[config.mk]
export PLATFORM = sky130hd
export DESIGN_NAME = kf8237_transfer_timing_control_flat
export DESIGN_NICKNAME = d
export VERILOG_FILES = /design/src/rtl/kf8237_transfer_timing_control_if.sv /design/src/rtl/kf8237_transfer_timing_control.sv /design/src/flat_wrapper.sv
export SDC_FILE = /design/constraint.sdc
export NUM_CORES = 1
export LEC_CHECK = 0
export CAP_MARGIN = 40
export CORE_MARGIN = 1.5
export CORE_UTILIZATION = 33
export DETAILED_ROUTE_END_ITERATION = 16
export GPL_TIMING_DRIVEN = 0
export PLACE_DENSITY = 0.76
export SYNTH_ARGS = -nofsm -noshare
export SYNTH_HDL_FRONTEND = slang
export SYNTH_SLANG_ARGS = --single-unit
export TNS_END_PERCENT = 5
[constraint.sdc]
create_clock -name i_clock -period 1.6 [get_ports i_clock]
set_input_delay 0.32 -clock i_clock [delete_from_list [all_inputs] [get_ports i_clock]]
set_output_delay 0.32 -clock i_clock [all_outputs]
set_load 0.05 [all_outputs]
[src/rtl/kf8237_transfer_timing_control_if.sv]
// rtl/kf8237_transfer_timing_control_if.sv - request, mode, handshake and bus-strobe bundle for the DMA sequencer
interface kf8237_transfer_timing_control_if;
  logic       master_clear;
  logic       controller_disable;
  logic [3:0] dma_request;
  logic [3:0] request_mask;
  logic [7:0] mode_transfer_type;
  logic [7:0] mode_transfer_mode;
  logic [3:0] mode_autoinitialize;
  logic       hold_acknowledge;
  logic       end_of_process_in;
  logic       underflow;
  logic       update_high_address;
  logic       hold_request;
  logic [3:0] dma_acknowledge;
  logic [3:0] transfer_register_select;
  logic       next_word;
  logic       initialize_current_register;
  logic       address_enable;
  logic       address_strobe;
  logic       io_read;
  logic       io_write;
  logic       memory_read;
  logic       memory_write;
  logic       end_of_process_out;
  logic [3:0] terminal_count;
  logic [3:0] set_mask;

  // Sequencer side: consumes requests/modes/flags, drives handshake and strobes
  modport master (
    input  master_clear, controller_disable, dma_request, request_mask,
    input  mode_transfer_type, mode_transfer_mode, mode_autoinitialize,
    input  hold_acknowledge, end_of_process_in, underflow, update_high_address,
    output hold_request, dma_acknowledge, transfer_register_select,
    output next_word, initialize_current_register, address_enable, address_strobe,
    output io_read, io_write, memory_read, memory_write,
    output end_of_process_out, terminal_count, set_mask
  );

  // System side: requesters, CPU and register file
  modport slave (
    output master_clear, controller_disable, dma_request, request_mask,
    output mode_transfer_type, mode_transfer_mode, mode_autoinitialize,
    output hold_acknowledge, end_of_process_in, underflow, update_high_address,
    input  hold_request, dma_acknowledge, transfer_register_select,
    input  next_word, initialize_current_register, address_enable, address_strobe,
    input  io_read, io_write, memory_read, memory_write,
    input  end_of_process_out, terminal_count, set_mask
  );
endinterface

[src/rtl/kf8237_transfer_timing_control.sv]
// rtl/kf8237_transfer_timing_control.sv - KF8237 DMA arbitration, hold handshake and SI/S0/S1-S4 transfer sequencer
module kf8237_transfer_timing_control (
  input  logic                                   i_clock,
  input  logic                                   i_reset,
  kf8237_transfer_timing_control_if.master       io_bus
);

  typedef enum logic [2:0] {
    ST_SI = 3'd0,
    ST_S0 = 3'd1,
    ST_SC = 3'd2,
    ST_S1 = 3'd3,
    ST_S2 = 3'd4,
    ST_S3 = 3'd5,
    ST_S4 = 3'd6
  } state_t;

  localparam logic [1:0] TYPE_WRITE   = 2'b01;
  localparam logic [1:0] TYPE_READ    = 2'b10;
  localparam logic [1:0] MODE_DEMAND  = 2'b00;
  localparam logic [1:0] MODE_SINGLE  = 2'b01;
  localparam logic [1:0] MODE_BLOCK   = 2'b10;
  localparam logic [1:0] MODE_CASCADE = 2'b11;

  state_t     r_state;
  state_t     w_next_state;
  logic [3:0] r_select;
  logic [1:0] r_channel;
  logic       r_eop_latched;
  logic [3:0] r_terminal_count;

  logic       w_clear;
  logic [3:0] w_eligible;
  logic [3:0] w_grant;
  logic [1:0] w_grant_index;
  logic       w_arbitrate;
  logic [1:0] w_type;
  logic [1:0] w_mode;
  logic       w_autoinit;
  logic       w_dreq_selected;
  logic       w_service_end;

  logic       w_hold_request;
  logic [3:0] w_dma_acknowledge;
  logic       w_next_word;
  logic       w_initialize;
  logic       w_address_enable;
  logic       w_address_strobe;
  logic       w_io_read;
  logic       w_io_write;
  logic       w_memory_read;
  logic       w_memory_write;
  logic       w_eop_out;
  logic [3:0] w_set_mask;

  assign w_clear         = i_reset | io_bus.master_clear;
  assign w_eligible      = io_bus.dma_request & ~io_bus.request_mask;
  assign w_arbitrate     = ~io_bus.controller_disable & (|w_eligible);
  assign w_type          = io_bus.mode_transfer_type[{r_channel, 1'b0} +: 2];
  assign w_mode          = io_bus.mode_transfer_mode[{r_channel, 1'b0} +: 2];
  assign w_autoinit      = io_bus.mode_autoinitialize[r_channel];
  assign w_dreq_selected = |(io_bus.dma_request & r_select);
  assign w_service_end   = io_bus.underflow | r_eop_latched;

  // Fixed priority: scan from the top so the lowest-numbered eligible channel wins
  always_comb begin
    w_grant       = 4'b0000;
    w_grant_index = 2'd0;
    for (int i = 3; i >= 0; i--) begin
      if (w_eligible[i]) begin
        w_grant       = 4'b0001 << i;
        w_grant_index = 2'(i);
      end
    end
  end

  // State register; reset and master clear both land in SI on the same edge
  always_ff @(posedge i_clock) begin
    if (w_clear) r_state <= ST_SI;
    else         r_state <= w_next_state;
  end

  // Channel latch, EOP capture during the strobe states, sticky terminal count
  always_ff @(posedge i_clock) begin
    if (w_clear) begin
      r_select         <= 4'b0000;
      r_channel        <= 2'd0;
      r_eop_latched    <= 1'b0;
      r_terminal_count <= 4'b0000;
    end else begin
      if (r_state == ST_SI) begin
        r_eop_latched <= 1'b0;
        if (w_arbitrate) begin
          r_select  <= w_grant;
          r_channel <= w_grant_index;
        end
      end else if (w_next_state == ST_SI) begin
        r_select <= 4'b0000;
      end
      if (((r_state == ST_S2) || (r_state == ST_S3)) && io_bus.end_of_process_in)
        r_eop_latched <= 1'b1;
      if ((r_state == ST_S4) && io_bus.underflow)
        r_terminal_count <= r_terminal_count | r_select;
    end
  end

  // Next-state and per-state output decode
  always_comb begin
    w_next_state      = r_state;
    w_hold_request    = 1'b0;
    w_dma_acknowledge = 4'b0000;
    w_next_word       = 1'b0;
    w_initialize      = 1'b0;
    w_address_enable  = 1'b0;
    w_address_strobe  = 1'b0;
    w_io_read         = 1'b0;
    w_io_write        = 1'b0;
    w_memory_read     = 1'b0;
    w_memory_write    = 1'b0;
    w_eop_out         = 1'b0;
    w_set_mask        = 4'b0000;
    case (r_state)
      ST_SI: begin
        if (w_arbitrate) w_next_state = ST_S0;
      end
      ST_S0: begin
        w_hold_request = 1'b1;
        if (io_bus.hold_acknowledge)
          w_next_state = (w_mode == MODE_CASCADE) ? ST_SC : ST_S1;
        else if (!w_dreq_selected && (w_mode != MODE_BLOCK))
          w_next_state = ST_SI;
      end
      ST_SC: begin
        w_hold_request    = 1'b1;
        w_dma_acknowledge = r_select;
        if (!w_dreq_selected) w_next_state = ST_SI;
      end
      ST_S1: begin
        w_hold_request    = 1'b1;
        w_dma_acknowledge = r_select;
        w_address_enable  = 1'b1;
        w_address_strobe  = 1'b1;
        w_next_state      = ST_S2;
      end
      ST_S2, ST_S3: begin
        w_hold_request    = 1'b1;
        w_dma_acknowledge = r_select;
        w_address_enable  = 1'b1;
        w_memory_read     = (w_type == TYPE_READ);
        w_io_read         = (w_type == TYPE_WRITE);
        if (r_state == ST_S3) begin
          w_io_write     = (w_type == TYPE_READ);
          w_memory_write = (w_type == TYPE_WRITE);
          w_next_state   = ST_S4;
        end else begin
          w_next_state   = ST_S3;
        end
      end
      ST_S4: begin
        w_hold_request    = 1'b1;
        w_dma_acknowledge = r_select;
        w_address_enable  = 1'b1;
        w_eop_out         = w_service_end;
        w_next_word       = ~w_service_end;
        w_initialize      = w_service_end & w_autoinit;
        w_set_mask        = (w_service_end & ~w_autoinit) ? r_select : 4'b0000;
        if (w_service_end)
          w_next_state = ST_SI;
        else if ((w_mode == MODE_BLOCK) || ((w_mode == MODE_DEMAND) && w_dreq_selected))
          w_next_state = io_bus.update_high_address ? ST_S1 : ST_S2;
        else
          w_next_state = ST_SI;
      end
      default: w_next_state = ST_SI;
    endcase
  end

  assign io_bus.hold_request                = w_hold_request;
  assign io_bus.dma_acknowledge             = w_dma_acknowledge;
  assign io_bus.transfer_register_select    = r_select;
  assign io_bus.next_word                   = w_next_word;
  assign io_bus.initialize_current_register = w_initialize;
  assign io_bus.address_enable              = w_address_enable;
  assign io_bus.address_strobe              = w_address_strobe;
  assign io_bus.io_read                     = w_io_read;
  assign io_bus.io_write                    = w_io_write;
  assign io_bus.memory_read                 = w_memory_read;
  assign io_bus.memory_write                = w_memory_write;
  assign io_bus.end_of_process_out          = w_eop_out;
  assign io_bus.terminal_count              = r_terminal_count;
  assign io_bus.set_mask                    = w_set_mask;

endmodule

[src/flat_wrapper.sv]
// flat-port wrapper written by rule: the top's interface ports become plain ports
module kf8237_transfer_timing_control_flat 
  (i_clock, i_reset, io_bus_master_clear, io_bus_controller_disable, io_bus_dma_request, io_bus_request_mask, io_bus_mode_transfer_type, io_bus_mode_transfer_mode, io_bus_mode_autoinitialize, io_bus_hold_acknowledge, io_bus_end_of_process_in, io_bus_underflow, io_bus_update_high_address, io_bus_hold_request, io_bus_dma_acknowledge, io_bus_transfer_register_select, io_bus_next_word, io_bus_initialize_current_register, io_bus_address_enable, io_bus_address_strobe, io_bus_io_read, io_bus_io_write, io_bus_memory_read, io_bus_memory_write, io_bus_end_of_process_out, io_bus_terminal_count, io_bus_set_mask);
  kf8237_transfer_timing_control_if io_bus_i ();
  input  logic i_clock;
  input  logic i_reset;
  input wire logic [$bits(io_bus_i.master_clear)-1:0] io_bus_master_clear;
  input wire logic [$bits(io_bus_i.controller_disable)-1:0] io_bus_controller_disable;
  input wire logic [$bits(io_bus_i.dma_request)-1:0] io_bus_dma_request;
  input wire logic [$bits(io_bus_i.request_mask)-1:0] io_bus_request_mask;
  input wire logic [$bits(io_bus_i.mode_transfer_type)-1:0] io_bus_mode_transfer_type;
  input wire logic [$bits(io_bus_i.mode_transfer_mode)-1:0] io_bus_mode_transfer_mode;
  input wire logic [$bits(io_bus_i.mode_autoinitialize)-1:0] io_bus_mode_autoinitialize;
  input wire logic [$bits(io_bus_i.hold_acknowledge)-1:0] io_bus_hold_acknowledge;
  input wire logic [$bits(io_bus_i.end_of_process_in)-1:0] io_bus_end_of_process_in;
  input wire logic [$bits(io_bus_i.underflow)-1:0] io_bus_underflow;
  input wire logic [$bits(io_bus_i.update_high_address)-1:0] io_bus_update_high_address;
  output wire logic [$bits(io_bus_i.hold_request)-1:0] io_bus_hold_request;
  output wire logic [$bits(io_bus_i.dma_acknowledge)-1:0] io_bus_dma_acknowledge;
  output wire logic [$bits(io_bus_i.transfer_register_select)-1:0] io_bus_transfer_register_select;
  output wire logic [$bits(io_bus_i.next_word)-1:0] io_bus_next_word;
  output wire logic [$bits(io_bus_i.initialize_current_register)-1:0] io_bus_initialize_current_register;
  output wire logic [$bits(io_bus_i.address_enable)-1:0] io_bus_address_enable;
  output wire logic [$bits(io_bus_i.address_strobe)-1:0] io_bus_address_strobe;
  output wire logic [$bits(io_bus_i.io_read)-1:0] io_bus_io_read;
  output wire logic [$bits(io_bus_i.io_write)-1:0] io_bus_io_write;
  output wire logic [$bits(io_bus_i.memory_read)-1:0] io_bus_memory_read;
  output wire logic [$bits(io_bus_i.memory_write)-1:0] io_bus_memory_write;
  output wire logic [$bits(io_bus_i.end_of_process_out)-1:0] io_bus_end_of_process_out;
  output wire logic [$bits(io_bus_i.terminal_count)-1:0] io_bus_terminal_count;
  output wire logic [$bits(io_bus_i.set_mask)-1:0] io_bus_set_mask;
  assign io_bus_i.master_clear = io_bus_master_clear;
  assign io_bus_i.controller_disable = io_bus_controller_disable;
  assign io_bus_i.dma_request = io_bus_dma_request;
  assign io_bus_i.request_mask = io_bus_request_mask;
  assign io_bus_i.mode_transfer_type = io_bus_mode_transfer_type;
  assign io_bus_i.mode_transfer_mode = io_bus_mode_transfer_mode;
  assign io_bus_i.mode_autoinitialize = io_bus_mode_autoinitialize;
  assign io_bus_i.hold_acknowledge = io_bus_hold_acknowledge;
  assign io_bus_i.end_of_process_in = io_bus_end_of_process_in;
  assign io_bus_i.underflow = io_bus_underflow;
  assign io_bus_i.update_high_address = io_bus_update_high_address;
  assign io_bus_hold_request = io_bus_i.hold_request;
  assign io_bus_dma_acknowledge = io_bus_i.dma_acknowledge;
  assign io_bus_transfer_register_select = io_bus_i.transfer_register_select;
  assign io_bus_next_word = io_bus_i.next_word;
  assign io_bus_initialize_current_register = io_bus_i.initialize_current_register;
  assign io_bus_address_enable = io_bus_i.address_enable;
  assign io_bus_address_strobe = io_bus_i.address_strobe;
  assign io_bus_io_read = io_bus_i.io_read;
  assign io_bus_io_write = io_bus_i.io_write;
  assign io_bus_memory_read = io_bus_i.memory_read;
  assign io_bus_memory_write = io_bus_i.memory_write;
  assign io_bus_end_of_process_out = io_bus_i.end_of_process_out;
  assign io_bus_terminal_count = io_bus_i.terminal_count;
  assign io_bus_set_mask = io_bus_i.set_mask;
  kf8237_transfer_timing_control u_core (.i_clock(i_clock), .i_reset(i_reset), .io_bus(io_bus_i));
endmodule
==> flow_metrics.tcl, run 1 <==
set metrics [dict create \
    pwr-share-comb 0.283 \
    max_freq_mhz 470 \
    antenna_found_initial 0 \
    total_power_uw 783 \
    powerDensity_nw_per_um2 410 \
    fin_ws_ns -0.527 \
    track_usage 0.209 \
    netlist_area_um2 1000 \
    io_buffers 61 \
    ys_seq_elements 14 \
    p_int_uw 564 \
    initial_core_util 0.357 \
    startpoint_type "register" \
    synth_cells 124 \
    ys_types 37 \
    net-switching-power_uw 218 \
    place_hpwl_mm 2.74 \
    clockBufferDepth 2 \
    worst_slew_pin_slew_ns 0.523 \
    grt_pass1_wl_mm 5.39 \
    synth_fp_nets 160 \
    p_leak_uw 0.000753 \
    worstSetupPathType "reg -> out" \
    ys_seq_area_frac 0.280 \
    drtAntennaViolNets 0 \
    via_count 1203 \
    htree_levels 1 \
    drive_gt1_frac 0.377 \
    postSynthAreaPerCell_um2 8.07 \
    reg2regPathDepth 7 \
    slew-limit-headroom 0.651 \
    initialDrtViolationCount 45 \
    crit_required_ns 1.28 \
    grt_max_degree 11 \
    cp_max_fo 5 \
    wl_mm 3.49 \
    slew_violations 0 \
    drv_cap 0 \
    syn2layout_area_growth_pct 90.9 \
    clk_pin_slew_ns 0.09 \
    dieArea_um2 3370 \
    synth_warnings 0 \
    peakVddDrop_mv 0.256 \
    critPathCaptureType "output port" \
    gp_congestion 0.833 \
    setup_violations 22 \
    final_nets 229 \
    cts_hold_buf 0 \
    cts.sinks 14 \
    drc 2 \
    hold_violations 0 \
    io_pins 62 \
    grt-ovfl-total 0 \
    die_h_um 58.1 \
    grt_pass1_vias 1183 \
    rsz0062_at_grt "true" \
    viasPerCell 5.42 \
    cts_buffers 3 \
    final_util 0.681 \
    period_share 1.33 \
    drt_first_pass_iters 11 \
    clockRootBuffer "clkbuf_4" \
    core_um2 2810 \
    status "complete, but fails checks" \
    sw_frac_of_total 0.279 \
    die_w_um 58.1 \
    wire_per_inst_um 15.7 \
    clkLatencyLatePin_ns 0.28 \
    min_path_cells 2 \
    hold_class "reg -> reg" \
    worstPathArrival_ns 1.81 \
    mostFrequentLayoutCell "clkdlybuf4s50_1" \
    pwr-share-seq 0.457 \
    fin_worst_skew_ns 0.00329 \
    antennaDiodeCount 0 \
    pre_cts_ws_ns -1.24 \
    min_period_ns 2.13 \
    layout_common_cells "clkdlybuf4s50_1, nor2_1, dfxtp_1" \
    power_frac_clock 0.260 \
    tns_ns -6.16 \
    cts_tree "built" \
    violations "design-rule violations, negative setup slack" \
    row_count 19 \
]
[area by class of cell]
type / count / area (µm²)
Sequential cell: 14 / 293
Fill cell: 216 / 895
Multi-Input combinational cell: 102 / 831
Timing Repair Buffer: 64 / 656
Clock buffer: 3 / 22.5
Inverter: 4 / 15.0
Buffer: 4 / 55.1
Tap cell: 31 / 38.8
[what timing repair did]
action	in CTS	in global routing
endpoints found under the hold margin	0	0
buffers inserted	3	0
resized for setup	157	22
cloned	0	0
pin swaps	3	6
setup endpoints to repair	33	29
[power groups by stage]
stage	Clock (µW)	Combinational [µW]	Sequential [µW]
after global routing	229	236	359
final	204	221	358
after detailed placement	0	204	368
after CTS	211	210	360
after floorplan	0	86.6	372
after global placement	0	198	368
[through the flow]
step / cell area, µm² / instances / hold slack, ns
global route: 1910 / 222 / 0.504
floorplan: 1070 / 124 / 0.499
detailed placement: 1720 / 216 / 0.461
global placement: 1720 / 216 / 0.449
finish: 1910 / 222 / 0.478
CTS: 1860 / 222 / 0.483
[metal layers]
metal	global-route usage	routed length, µm
met2	0.351	1770
met1	0.265	1420
met3	0.0536	261
met5	0	0
met4	0.0565	38
[Yosys cell counts]
library cell  count  area share
nor2_1           23       0.086
dfxtp_1          14        0.28
and2_1           10       0.063
a21oi_1           8       0.040
nand3_1           6       0.030
nand2_1           5       0.019
nand2b_1          5       0.031
o21ai_0           5       0.025
inv_1             4       0.015
mux4_2            4       0.090
nor2b_1           4       0.025
o21ai_1           4       0.020
a22oi_1           3       0.022
nor3_1            3       0.015
o211ai_1          2       0.015
or2_2             2       0.012
or3_1             2       0.012
a211oi_1          1      0.0075
a31oi_1           1      0.0063
a41oi_1           1      0.0088
and2b_1           1      0.0075
and3_4            1       0.011
buf_1             1      0.0037
buf_2             1      0.0050
buf_6             1       0.011
clkbuf_1          1      0.0037
mux2i_1           1       0.010
mux4_1            1       0.026
nand3b_1          1      0.0075
nand4_1           1      0.0063
nand4b_1          1      0.0088
nor4_2            1       0.012
nor4_4            1       0.021
o21ai_2           1      0.0088
o221a_2           1       0.011
o22ai_2           1       0.012
xnor2_1           1      0.0088
[critical path: stages, from the launching register on]
cell	delay, ns
dfxtp_2	0.33
buf_6	0.12
mux4_2	0.54
nor3_4	0.21
and2_4	0.19
buf_8	0.14
[sequential cells by signal, indices dropped and copies added (netlist names)]
| signal | count |
|---|---|
| u_core.io_bus.terminal_count | 4 |
| u_core.r_eop_latched | 1 |
| u_core.io_bus.transfer_register_select | 4 |
| u_core.r_state | 3 |
| u_core.r_channel | 2 |
[worst paths after layout]
check / startpoint / endpoint / slack (ns)
setup reg to reg: u_core.r_channel[0] / u_core.io_bus.transfer_register_select[3] / -0.30
hold reg to reg: u_core.io_bus.terminal_count[0] / u_core.io_bus.terminal_count[0] / 0.48
hold / removal: u_core.io_bus.terminal_count[0] / u_core.io_bus.terminal_count[0] / 0.48
setup / recovery: u_core.r_channel[0] / io_bus_set_mask[1] / -0.53
[logic make-up (layout without fill, tap and decap cells)]
kind of cell    after synthesis  after routing  share of synthesized area
compound gates               28             28                      0.177
xor+xnor                      1              1                    0.00875
mux                           6              6                      0.126
simple gates                 67             67                      0.369
flops                        14             14                      0.280
buf+inv                       8             75                     0.0387
Note: power is estimated with default switching activity, not from simulation.
==> inputs of run 2 (changes only) <==
--- a/config.mk
+++ b/config.mk
@@ -10,6 +10,7 @@
 export CORE_UTILIZATION = 33
 export DETAILED_ROUTE_END_ITERATION = 16
 export GPL_TIMING_DRIVEN = 0
+export HOLD_SLACK_MARGIN = 0.08
 export PLACE_DENSITY = 0.76
 export SYNTH_ARGS = -nofsm -noshare
 export SYNTH_HDL_FRONTEND = slang
==> constraint.sdc (replaced) <==
create_clock -name i_clock -period 1.8 [get_ports i_clock]
set_input_delay 0.36 -clock i_clock [delete_from_list [all_inputs] [get_ports i_clock]]
set_output_delay 0.36 -clock i_clock [all_outputs]
set_load 0.05 [all_outputs]
==> run 2 against run 1 <==
  * The flow still finishes with violations (design-rule violations, negative setup slack)
  * Final cell count unchanged
  * Total power down 5.2%
  * Cell area down 5.8%
  * Largest power group unchanged
==> flow_metrics.tcl, run 2 (same netlist as run 1, synthesis figures left out) <==
set metrics [dict create \
    final_area_um2 1800 \
    sw_frac_of_total 0.271 \
    via_count 1225 \
    place_hpwl_mm 2.67 \
    pwr-share-seq 0.429 \
    initial_core_util 0.357 \
    grt_pass1_vias 1238 \
    cp_slowest_cell "mux4_2" \
    worstSetupPathType "reg -> out" \
    clockRootBuffer "clkbuf_4" \
    slew-limit-headroom 0.661 \
    violations "design-rule violations, negative setup slack" \
    startpoint_type "register" \
    io_pins 62 \
    drive_gt1_frac 0.293 \
    rsz0062_at_grt "true" \
    clk_pin_slew_ns 0.09 \
    wl_mm 3.49 \
    peakVddDrop_mv 0.227 \
    cp_top_family "multiplexers" \
    timing.hold.ws_ns 0.475 \
    cp_max_fo 6 \
    r2r_setup_slack_ns -0.04 \
    crit_end "io_bus_set_mask[1]" \
    gp_congestion 0.900 \
    r2r_start "u_core.r_state[1]" \
    syn2layout_area_growth_pct 79.9 \
    layout_common_cells "clkdlybuf4s50_1, nor2_1, buf_6" \
    tns_ns -3.42 \
    total_power_uw 742 \
    dieArea_um2 3370 \
    net-switching-power_uw 201 \
    die_w_um 58.1 \
    crit_required_ns 1.44 \
    drtAntennaViolNets 0 \
    r2r_end "u_core.io_bus.transfer_register_select[3]" \
    multi_input_area_um2 736 \
    wire_per_inst_um 15.7 \
    track_usage 0.216 \
    die_h_um 58.1 \
    clkLatencyLatePin_ns 0.29 \
    period_share 1.22 \
    grt_max_degree 11 \
    seqCellArea_um2 290 \
    antenna_found_initial 0 \
    pwr-share-comb 0.250 \
    grt-ovfl-total 0 \
    final_util 0.642 \
    crit_chain "buf_6, mux4_2, nor3_4, and2_1, buf_6" \
    crit_buf_inv 2 \
    power_frac_clock 0.322 \
    fillers 241 \
    cts.sinks 14 \
    drt_first_pass_iters 12 \
    crit_start "u_core.r_channel[0]" \
    htree_levels 1 \
    slowest_delay_ns 0.57 \
    io_buffers 61 \
    cts_buffers 3 \
    antennaDiodeCount 0 \
    clockBufferDepth 2 \
    crit_path_frequent_cell "buf_6" \
    setup_violations 16 \
    cts_hold_buf 0 \
    hold_class "reg -> reg" \
    initialDrtViolationCount 34 \
    status "complete, but fails checks" \
    worst_slew_pin_slew_ns 0.507 \
    p_leak_uw 0.000717 \
    hold_violations 0 \
    p_int_uw 541 \
    drv_cap 0 \
    mostFrequentLayoutCell "clkdlybuf4s50_1" \
    dpl-instance-area_um2 1660 \
    fin_worst_skew_ns 0.00104 \
    core_um2 2810 \
    critPathCaptureType "output port" \
    cts_tree "built" \
    grt_pass1_wl_mm 5.64 \
    reg2regPathDepth 8 \
    max_freq_mhz 455 \
    crit_cells 5 \
    drc 4 \
    slew_violations 0 \
    final_nets 228 \
    fin_ws_ns -0.397 \
    worstPathArrival_ns 1.84 \
    row_count 19 \
    viasPerCell 5.52 \
    min_period_ns 2.20 \
    powerDensity_nw_per_um2 412 \
]
## run 2: cell count changes in the layout (fill, tap and decap cells not counted), moves of 2 or more
cell,change
nor2_4,-8
buf_6,+6
buf_8,-6
and2_1,+4
nor2_1,+4
nor2_2,+4
and2_4,-3
buf_4,-3
clkbuf_2,-3
dlygate4sd2_1,+3
clkbuf_8,+2
nand2b_1,+2
nand2b_4,-2
## run 2: metal layers
| metal | global-route usage | part of all wire | vias up |
|---|---|---|---|
| met2 | 0.407 | 0.54 | 46 |
| li1 | - | - | 579 |
| met1 | 0.250 | 0.40 | 595 |
| met5 | 0 | 0 | - |
| met3 | 0.0201 | 0.046 | 5 |
| met4 | 0.0764 | 0.011 | 0 |
## run 2: area by class of cell
type / count / area share
sequential: 14 / 0.161
timing repair buffer: 63 / 0.358
inverter: 4 / 0.00834
clock buffer: 4 / 0.0202
multi-input combinational: 102 / 0.409
tap: 31 / 0.0215
buffer: 4 / 0.0222
## run 2: worst min path at each step
stage	start	to	slack [ns]	cells after the start
3_5_place_dp	u_core.io_bus.terminal_count[0]	u_core.io_bus.terminal_count[0]	0.46	2
4_1_cts	u_core.io_bus.terminal_count[0]	u_core.io_bus.terminal_count[0]	0.48	2
5_1_grt	u_core.io_bus.terminal_count[0]	u_core.io_bus.terminal_count[0]	0.51	2
6_report	u_core.io_bus.terminal_count[0]	u_core.io_bus.terminal_count[0]	0.47	2
2_1_floorplan	u_core.r_eop_latched	u_core.r_eop_latched	0.51	2
3_3_place_gp	u_core.io_bus.terminal_count[0]	u_core.io_bus.terminal_count[0]	0.45	2
## run 2: repair_timing
action / 4_1_cts / 5_1_grt
buffers inserted: 2 / 0
endpoints found under the setup margin: 30 / 26
gates resized for setup: 136 / 14
pin swaps: 7 / 0
## run 2: power groups by stage
| stage | Clock, µW | Sequential, µW | Combinational (µW) |
|---|---|---|---|
| after floorplan | 0 | 330 | 72.1 |
| after global placement | 0 | 327 | 173 |
| after detailed placement | 0 | 328 | 179 |
| after CTS | 238 | 319 | 181 |
| after global routing | 249 | 319 | 198 |
| final | 239 | 318 | 185 |
## run 2: worst min-delay path: cells and delay by family (launching register included)
kind             cells  cell delay [ns]
flip-flops           1             0.34
AND/OR/NAND/NOR      1             0.07
AO/OA/AOI/OAI        1             0.04
## run 2: through the flow
stage | cells | worst slack (ns)
floorplan | 124 | -0.358
global placement | 216 | -1.07
detailed placement | 216 | -1.11
CTS | 222 | -0.376
global route | 222 | -0.477
finish | 222 | -0.397
